$ cat config.mk
export PLATFORM = sky130hd
export DESIGN_NAME = fp_add_arbiter
export DESIGN_NICKNAME = d
export VERILOG_FILES = /design/src/rtl/fp_arb_pkg.sv /design/src/rtl/floatAdder.sv /design/src/rtl/rr_arbiter.sv /design/src/rtl/fp_add_arbiter.sv
export SDC_FILE = /design/constraint.sdc
export NUM_CORES = 1
export LEC_CHECK = 0
export CORE_MARGIN = 2
export CORE_UTILIZATION = 40
export DETAILED_ROUTE_END_ITERATION = 16
export PLACE_DENSITY_LB_ADDON = 0.05
export SYNTH_ARGS = -nofsm -noshare
export SYNTH_HDL_FRONTEND = slang
export SYNTH_SLANG_ARGS = --single-unit
$ cat constraint.sdc
create_clock -name clk -period 39.2 [get_ports clk]
set_clock_uncertainty 0.1 [all_clocks]
set_input_delay 11.76 -clock clk [delete_from_list [all_inputs] [get_ports clk]]
set_output_delay 11.76 -clock clk [all_outputs]
set_load 0.005 [all_outputs]
$ cat src/rtl/fp_arb_pkg.sv
// fp_arb_pkg: shared types and helpers for the floating-point adder arbiter.
//   FP_W      - operand / result width (IEEE-754 single precision)
//   MAX_REQ   - largest requester count the round-robin helper supports
//   state_e   - sequencer states
//   rr_pick   - round-robin search returning the winner index and a found flag
package fp_arb_pkg;

  localparam int FP_W    = 32;
  localparam int MAX_REQ = 8;

  typedef enum logic [1:0] {
    IDLE = 2'd0,
    EXEC = 2'd1,
    RESP = 2'd2
  } state_e;

  typedef struct packed {
    logic       found;
    logic [2:0] idx;
  } rr_pick_t;

  // Scan ptr, ptr+1, ... (mod n); the first asserted valid bit wins.
  function automatic rr_pick_t rr_pick(input logic [MAX_REQ-1:0] valid,
                                       input logic [2:0]         ptr,
                                       input int unsigned        n);
    rr_pick_t   res;
    logic [2:0] idx;
    res.found = 1'b0;
    res.idx   = 3'd0;
    for (int unsigned k = 0; k < MAX_REQ; k++) begin
      idx = 3'((32'(ptr) + k) % n);
      if ((k < n) && !res.found && valid[idx]) begin
        res.found = 1'b1;
        res.idx   = idx;
      end
    end
    return res;
  endfunction

endpackage

$ cat src/rtl/floatAdder.sv
// floatAdder: combinational IEEE-754 single-precision adder, sum = a + b,
// round-to-nearest-even, with subnormal, infinity and NaN handling.
//   a, b - operands
//   sum  - rounded result
module floatAdder (
  input  logic [31:0] a,
  input  logic [31:0] b,
  output logic [31:0] sum
);

  logic        swap, eff_sub, a_nan, b_nan, a_inf, b_inf, sticky, rnd_up;
  logic [31:0] big, sml;
  logic [7:0]  eb, es, diff;
  logic [26:0] mb, ms, ms_sh, mask, norm;
  logic [27:0] acc;
  logic [4:0]  lz, lz_lim;
  logic [9:0]  e, e_out;
  logic [24:0] rnd;

  always_comb begin
    a_nan = (a[30:23] == 8'hFF) && (a[22:0] != 23'd0);
    b_nan = (b[30:23] == 8'hFF) && (b[22:0] != 23'd0);
    a_inf = (a[30:23] == 8'hFF) && (a[22:0] == 23'd0);
    b_inf = (b[30:23] == 8'hFF) && (b[22:0] == 23'd0);

    // Order by magnitude so the subtraction below never borrows.
    swap = b[30:0] > a[30:0];
    big  = swap ? b : a;
    sml  = swap ? a : b;

    // Subnormals use an effective exponent of 1 and no hidden bit.
    eb = (big[30:23] == 8'd0) ? 8'd1 : big[30:23];
    es = (sml[30:23] == 8'd0) ? 8'd1 : sml[30:23];
    mb = {big[30:23] != 8'd0, big[22:0], 3'b000};
    ms = {sml[30:23] != 8'd0, sml[22:0], 3'b000};
    diff = eb - es;

    // Align the smaller operand; bits shifted out collapse into a sticky bit.
    mask   = '0;
    ms_sh  = '0;
    sticky = |ms;
    if (diff < 8'd27) begin
      mask   = (27'd1 << diff) - 27'd1;
      ms_sh  = ms >> diff;
      sticky = |(ms & mask);
    end
    ms_sh[0] = ms_sh[0] | sticky;

    eff_sub = big[31] ^ sml[31];
    acc     = eff_sub ? ({1'b0, mb} - {1'b0, ms_sh}) : ({1'b0, mb} + {1'b0, ms_sh});
    e       = {2'b00, eb};

    lz = 5'd27;
    for (int i = 0; i < 27; i++) begin
      if (acc[i]) lz = 5'(26 - i);
    end
    // Never normalise below exponent 1; the remainder becomes a subnormal.
    lz_lim = lz;
    if ({5'd0, lz} >= e) lz_lim = 5'(e - 10'd1);

    if (acc[27]) begin
      norm = {acc[27:2], acc[1] | acc[0]};
      e    = e + 10'd1;
    end else begin
      norm = acc[26:0] << lz_lim;
      e    = e - {5'd0, lz_lim};
    end

    // norm[2:0] = guard, round, sticky.
    rnd_up = norm[2] & (norm[1] | norm[0] | norm[3]);
    rnd    = {1'b0, norm[26:3]} + {24'd0, rnd_up};
    e_out  = rnd[24] ? (e + 10'd1) : (rnd[23] ? e : 10'd0);

    if (a_nan || b_nan || (a_inf && b_inf && (a[31] != b[31]))) begin
      sum = 32'h7FC0_0000;
    end else if (a_inf) begin
      sum = a;
    end else if (b_inf) begin
      sum = b;
    end else if (acc == 28'd0) begin
      sum = {big[31] & sml[31], 31'd0};
    end else if (e_out >= 10'd255) begin
      sum = {big[31], 8'hFF, 23'd0};
    end else begin
      sum = {big[31], e_out[7:0], rnd[24] ? rnd[23:1] : rnd[22:0]};
    end
  end

endmodule

$ cat src/rtl/rr_arbiter.sv
// rr_arbiter: combinational round-robin arbiter.
//   req    - request vector
//   ptr    - highest-priority index
//   en     - grant enable; gnt is all-zero when low
//   gnt    - one-hot grant
//   gnt_id - index of the winning request (valid when gnt is nonzero)
module rr_arbiter
  import fp_arb_pkg::*;
#(
  parameter int NUM_REQ = 4,
  parameter int ID_W    = $clog2(NUM_REQ)
) (
  input  logic [NUM_REQ-1:0] req,
  input  logic [ID_W-1:0]    ptr,
  input  logic               en,
  output logic [NUM_REQ-1:0] gnt,
  output logic [ID_W-1:0]    gnt_id
);

  rr_pick_t           pick;
  logic [MAX_REQ-1:0] req_w;
  logic [2:0]         ptr_w;

  always_comb begin
    req_w                = '0;
    req_w[NUM_REQ-1:0]   = req;
    ptr_w                = '0;
    ptr_w[ID_W-1:0]      = ptr;
    pick                 = rr_pick(req_w, ptr_w, NUM_REQ);
    gnt                  = (en && pick.found) ? (NUM_REQ'(1) << pick.idx) : '0;
    gnt_id               = pick.idx[ID_W-1:0];
  end

endmodule

$ cat src/rtl/fp_add_arbiter.sv
// fp_add_arbiter: shares one floatAdder among NUM_REQ requesters.
// A round-robin winner's operand pair is registered, added during EXEC and
// the registered sum is returned with the requester ID; one op in flight.
//   clk, rst_n          - clock, asynchronous active-low reset
//   req_valid/req_ready - per-requester handshake (req_ready is one-hot)
//   req_a, req_b        - packed operands, requester i at [32i+31:32i]
//   rsp_valid/rsp_ready - response handshake
//   rsp_data, rsp_id    - sum and issuing requester index
//   busy                - operation in EXEC or RESP
module fp_add_arbiter
  import fp_arb_pkg::*;
#(
  parameter int NUM_REQ = 4,
  parameter int ID_W    = $clog2(NUM_REQ)
) (
  input  logic                    clk,
  input  logic                    rst_n,
  input  logic [NUM_REQ-1:0]      req_valid,
  input  logic [NUM_REQ*FP_W-1:0] req_a,
  input  logic [NUM_REQ*FP_W-1:0] req_b,
  output logic [NUM_REQ-1:0]      req_ready,
  output logic                    rsp_valid,
  output logic [FP_W-1:0]         rsp_data,
  output logic [ID_W-1:0]         rsp_id,
  input  logic                    rsp_ready,
  output logic                    busy
);

  state_e             state_q;
  logic [ID_W-1:0]    rr_ptr_q, rsp_id_q, gnt_id, rr_ptr_d;
  logic [FP_W-1:0]    op_a_q, op_b_q, rsp_data_q, sum, a_sel, b_sel;
  logic               rsp_valid_q, busy_q, arb_en, grant;
  logic [NUM_REQ-1:0] gnt;

  // Grants only when nothing is held, or the held result leaves this cycle.
  assign arb_en = (state_q == IDLE) || ((state_q == RESP) && rsp_ready);

  rr_arbiter #(
    .NUM_REQ (NUM_REQ),
    .ID_W    (ID_W)
  ) u_rr_arbiter (
    .req    (req_valid),
    .ptr    (rr_ptr_q),
    .en     (arb_en),
    .gnt    (gnt),
    .gnt_id (gnt_id)
  );

  assign grant     = |gnt;
  assign req_ready = gnt;
  assign rr_ptr_d  = (gnt_id == ID_W'(NUM_REQ - 1)) ? '0 : gnt_id + ID_W'(1);

  always_comb begin
    a_sel = '0;
    b_sel = '0;
    for (int i = 0; i < NUM_REQ; i++) begin
      if (gnt[i]) begin
        a_sel = req_a[i*FP_W +: FP_W];
        b_sel = req_b[i*FP_W +: FP_W];
      end
    end
  end

  floatAdder u_float_adder (
    .a   (op_a_q),
    .b   (op_b_q),
    .sum (sum)
  );

  always_ff @(posedge clk or negedge rst_n) begin
    if (!rst_n) begin
      state_q     <= IDLE;
      rr_ptr_q    <= '0;
      op_a_q      <= '0;
      op_b_q      <= '0;
      rsp_data_q  <= '0;
      rsp_id_q    <= '0;
      rsp_valid_q <= 1'b0;
      busy_q      <= 1'b0;
    end else begin
      case (state_q)
        IDLE: begin
          if (grant) begin
            op_a_q   <= a_sel;
            op_b_q   <= b_sel;
            rsp_id_q <= gnt_id;
            rr_ptr_q <= rr_ptr_d;
            busy_q   <= 1'b1;
            state_q  <= EXEC;
          end
        end
        EXEC: begin
          rsp_data_q  <= sum;
          rsp_valid_q <= 1'b1;
          state_q     <= RESP;
        end
        RESP: begin
          if (rsp_ready) begin
            rsp_valid_q <= 1'b0;
            if (grant) begin
              // Back-to-back: accept overlaps the next grant.
              op_a_q   <= a_sel;
              op_b_q   <= b_sel;
              rsp_id_q <= gnt_id;
              rr_ptr_q <= rr_ptr_d;
              state_q  <= EXEC;
            end else begin
              busy_q  <= 1'b0;
              state_q <= IDLE;
            end
          end
        end
        default: begin
          rsp_valid_q <= 1'b0;
          busy_q      <= 1'b0;
          state_q     <= IDLE;
        end
      endcase
    end
  end

  assign rsp_valid = rsp_valid_q;
  assign rsp_data  = rsp_data_q;
  assign rsp_id    = rsp_id_q;
  assign busy      = busy_q;

endmodule

Word level (Yosys, flattened, before mapping)
Index checks and enable logic that the tools add are counted.

cells by class
  $lt $le $gt $ge = 8
  bitwise logic cells = 10
  equality and inequality tests = 9
  add/subtract/negate cells = 13
  muxes and demuxes = 89
  shifts and indexed selects = 4
  reductions and logical operators = 35

operators by type and width
  cell                                                 count
  two-way mux 32 bit                                   18
  one-hot mux 32 bit (2 select lines)                  2
  two-way mux 5 bit                                    17
  two-way mux 27 bit                                   2
  two-way mux 4 bit                                    13
  zero test 23 bit                                     2
  nonzero test 23 bit                                  2
  greater-than comparator 31 bit                       1
  two-way mux 31 bit                                   1
  two-way mux 10 bit                                   3
  adder 27 x 27 -> 28 bit                              1
  zero test 28 bit                                     1
  two-way mux 28 bit                                   1
  subtractor 27 x 27 -> 28 bit                         1
  AND 27 bit                                           1
  OR reduction 27 bit                                  1
  << shifter 1 x 8 -> 27 bit (first input constant)    1
  << shifter 27 x 5 -> 27 bit                          1
  >> shifter 27 x 8 -> 27 bit                          1
  subtractor 27 x 1 -> 27 bit (second input constant)  1
  adder 24 x 1 -> 25 bit                               1
  OR reduction 24 bit                                  1
  two-way mux 23 bit                                   1
  two-way mux 2 bit                                    9
  other kinds (37)                                     85

storage, ports and cells
  bits of input ports = 263
  logic and storage cells = 176
  flip-flop bits (word level) = 104

Logic depth before layout (Yosys ltp)
  word-level depth = 56
  mapped depth = 82

Hierarchy
From an unflattened synthesis, not the netlist that was laid out.

unflattened totals
  cells, all modules = 2,489
  area, all modules = 18,056.1 um^2

by module, submodules not included
  module          cells each  area each (um^2)  sequential area each (um^2)  times used
  floatAdder      1,986       12,545.8          0.0                          1
  fp_add_arbiter  484         5,375.2           2,602.5                      1
  rr_arbiter      19          135.1             0.0                          1

Least setup slack after synthesis
No wires, ideal clock.

  kind = input -> output
  start point = input port req_valid[2]
  end point = output port req_ready[3]
  arrival time = 13,412 ps
  stages = 7
  path slack = 13,928 ps
  cells stage by stage = mux2_2 -> a21oi_1 -> ha_1 -> and2_1 -> clkbuf_1 -> clkbuf_1 -> clkbuf_1

between the ends
  cells in the longest elaborated chain, start to end = 14
  elaborated cells on any way between the ends = 21
  those cells by class = shift (1); mux (13); reduce/logical (7)

RTL lines
  item                                     line                  text
  from (decl)                              fp_add_arbiter.sv:18  input logic [NUM_REQ-1:0] req_valid,
  binary-select mux 1 bit (select 2 bit)   fp_arb_pkg.sv:32      if ((k < n) && !res.found && valid[idx]) begin
  two-way mux 1 bit (implied by the code)  fp_arb_pkg.sv:32
  two-way mux 4 bit                        fp_arb_pkg.sv:32
  zero test 1 bit                          fp_arb_pkg.sv:32
  logical AND 1 bit                        fp_arb_pkg.sv:32
  two-way mux 4 bit                        fp_arb_pkg.sv:32
  zero test 1 bit                          fp_arb_pkg.sv:32
  logical AND 1 bit                        fp_arb_pkg.sv:32
  two-way mux 4 bit                        fp_arb_pkg.sv:32
  zero test 1 bit                          fp_arb_pkg.sv:32
  logical AND 1 bit                        fp_arb_pkg.sv:32
  two-way mux 4 bit *                      fp_arb_pkg.sv:32
  named net gnt_id[0]                      fp_add_arbiter.sv:30  logic [ID_W-1:0] rr_ptr_q, rsp_id_q, gnt_id, rr_ptr_d;
  << shifter 1 x 3 -> 4 bit *              rr_arbiter.sv:30      gnt = (en && pick.found) ? (NUM_REQ'(1) << pick.idx) : '0;
  two-way mux 4 bit *                      rr_arbiter.sv:30
  to (decl)                                fp_add_arbiter.sv:21  output logic [NUM_REQ-1:0] req_ready,

The timed path passes the listed nets; every way through them passes the cells marked *. The select of a mux whose other input is x is not followed.

Worst setup path in the final report
  start point = input port req_valid[0]
  end point = output port req_ready[2]

Same word-level chain as after synthesis.

==> results.cfg <==
[run_status]
status = finished, final reports clean

[place]
routabilityCongestion = 1.012
numPortBuffers = 302
hpwl_um = 65530

[logic_synthesis]
syn_inst = 2498
syn_nets = 2872
synth_edf_count = 0
syn_area_um2 = 17780
yosysUniqueCellTypes = 110
synth_area_per_cell_um2 = 7.117
synth-async-reset-ratio = 1.000
synth-seq-cells = 104
synthFlopType = dfrtp_1
yosys_warnings = 0
ys_seq_area_frac = 0.1464

[drt]
wl_per_cell_um = 25.07
drt_first_pass_iters = 8
drt_iter0_drc = 2567
vias = 21430
via_per_inst = 6.530
drc_errors = 0
drt.antenna.violating_nets = 0
wirelength_um = 82270

[finish]
final_common_cell = clkdlybuf4s50_1
seq_area_um2 = 2603
nFillCells = 4497
multiInputGateArea_um2 = 14040
mostFrequentLayoutCells = clkdlybuf4s50_1, nor2_1, nand2_1
area_delta_synth_final_pct = 20.82
drive_above_1_share = 0.06627
finalNetCount = 3055

[clock_tree]
clkTransAtPathRegs_ps = 70
cts_inserted_buffers = 9
worst_skew_pair.late_latency_ps = 380
cts_buffer_depth = 2
postCtsSetupBuffers = 0
ctsResizeCount = 0
cts_hold_buf = 0
cts-root-buf = clkbuf_16
clock_sink_count = 104
htree_levels = 3
cts_tree = yes

[die]
coreArea_um2 = 44030
num_rows = 77
initial_core_util = 0.4038
pin_count = 303
die_w_um = 214.8
die_height_um = 214.8
dieArea_um2 = 46150

[setup_path]
cp-startpoint = req_valid[0]
start_kind = input pin
worstReg2RegEnd = rsp_data[28]$_DFFE_PN0P_
rr_startpoint = op_b_q[9]$_DFFE_PN0P_
critPathKind = in -> out
cp_data_required_time_ps = 27340
r2r_slack_ps = 18580
critPathArrivalTime_ps = 14760
crit_end = req_ready[2]
worst_r2r_path_depth = 60
path_max_fanout = 66
critPathCaptureType = output port

[sta]
whs_ps = 383.0
timing.fmax_ghz = 0.03757
relSlewSlack = 0.1327
grt_setup_unrepaired = no
period_share = 0.6791
drv_slew = 0
final.setup.tns_ps = 0
setup_viol = 0
min_period_ps = 26620
worst_pin_slew_ps = 1287
hold_viol = 0

[grt]
track_usage = 0.3406
grt_overflow = 0
grt_pass1_vias = 20090
grt_max_degree = 99
grt_first_pass_wirelength_um = 123200
antenna_found_initial = 4

[flow_run]
cap_violations = 0

[worst_hold_path]
hold_path.class = reg -> reg
==> worst min path at each step <==
| stage | slack (ps) | start | depth (start not counted) | end |
|---|---|---|---|---|
| 2_1_floorplan | 370 | rsp_data[2]$_DFFE_PN0P_ | 2 | rsp_data[2]$_DFFE_PN0P_ |
| 3_3_place_gp | 360 | rsp_data[8]$_DFFE_PN0P_ | 2 | rsp_data[8]$_DFFE_PN0P_ |
| 3_5_place_dp | 360 | rsp_data[3]$_DFFE_PN0P_ | 2 | rsp_data[3]$_DFFE_PN0P_ |
| 4_1_cts | 380 | rsp_data[19]$_DFFE_PN0P_ | 2 | rsp_data[19]$_DFFE_PN0P_ |
| 5_1_grt | 400 | rsp_data[19]$_DFFE_PN0P_ | 2 | rsp_data[19]$_DFFE_PN0P_ |
| 6_report | 380 | rsp_data[19]$_DFFE_PN0P_ | 2 | rsp_data[19]$_DFFE_PN0P_ |
==> stage by stage <==
| step | instance area [µm²] | std cells | util | setup WS [ps] |
|---|---|---|---|---|
| final | 21480 | 3282 | 0.4878 | 12580 |
| after global routing | 21480 | 3282 | 0.4878 | 12410 |
| after CTS | 21470 | 3278 | 0.4876 | 12620 |
| after detailed placement | 21160 | 3262 | 0.4805 | 12630 |
| after global placement | 21160 | 3262 | 0.4805 | 12680 |
| after floorplan | 17780 | 2498 | - | 13930 |
==> layout make-up <==
class,instances,area share
inverter,121,0.02120
antenna,4,0.0004660
sequential,104,0.1212
clock buffer,10,0.01113
clock inverter,6,0.003379
tap,592,0.03449
multi-input combinational,2104,0.6539
timing repair buffer,341,0.1543
==> per-layer routing <==
metal | wire length (µm) | GRT usage | part of all wire | vias up
met2 | 38790 | 0.5720 | 0.47 | 1124
met5 | 0 | 0 | 0 | -
met1 | 34200 | 0.4486 | 0.42 | 10280
met4 | 2762 | 0.1160 | 0.034 | 0
li1 | - | - | - | 9873
met3 | 6519 | 0.04600 | 0.079 | 160
==> cell usage after synthesis, types with 52 or more instances <==
master    number  share of area
mux2i_1       72          0.041
nor2_1       240          0.051
a21oi_1      176          0.050
nand3_1       97          0.027
clkbuf_1     111          0.023
ha_1         108          0.076
nand2_1      237          0.050
a211oi_1      52          0.022
nor3_1       111          0.031
inv_1        114          0.024
dfrtp_1      104           0.15
o21ai_0      215          0.061
==> worst max-delay path, stage by stage <==
cell             delay, ps
clkdlybuf4s50_1        540
a21oi_1                 90
o21a_1                 170
o22ai_1                340
inv_1                  120
ha_1                   210
nand2_2                 50
buf_4                  500
inv_2                   40
buf_4                  330
clkdlybuf4s50_1        530
==> cells by family (layout without fill, tap and decap cells) <==
logic type	count (synthesis)	in the layout	synth area share
adder cells (fa/ha/maj)	111	111	0.07939
AO/OA/AOI/OAI	901	901	0.3575
other	0	4	0
buffers and inverters	290	478	0.06778
AND/OR/NAND/NOR	931	931	0.2568
XOR/XNOR	57	57	0.02851
flip-flops	104	104	0.1464
multiplexers	104	104	0.06370
==> state kept, by name (all words and copies together), names as in the netlist <==
register   count
busy           1
op_a_q        32
op_b_q        32
rr_ptr_q       2
rsp_data      32
rsp_id         2
rsp_valid      1
state_q        2
Power is left out: the tool's default activity adds up to more than one toggle a clock period on the data nets, which glitch-free logic cannot reach.
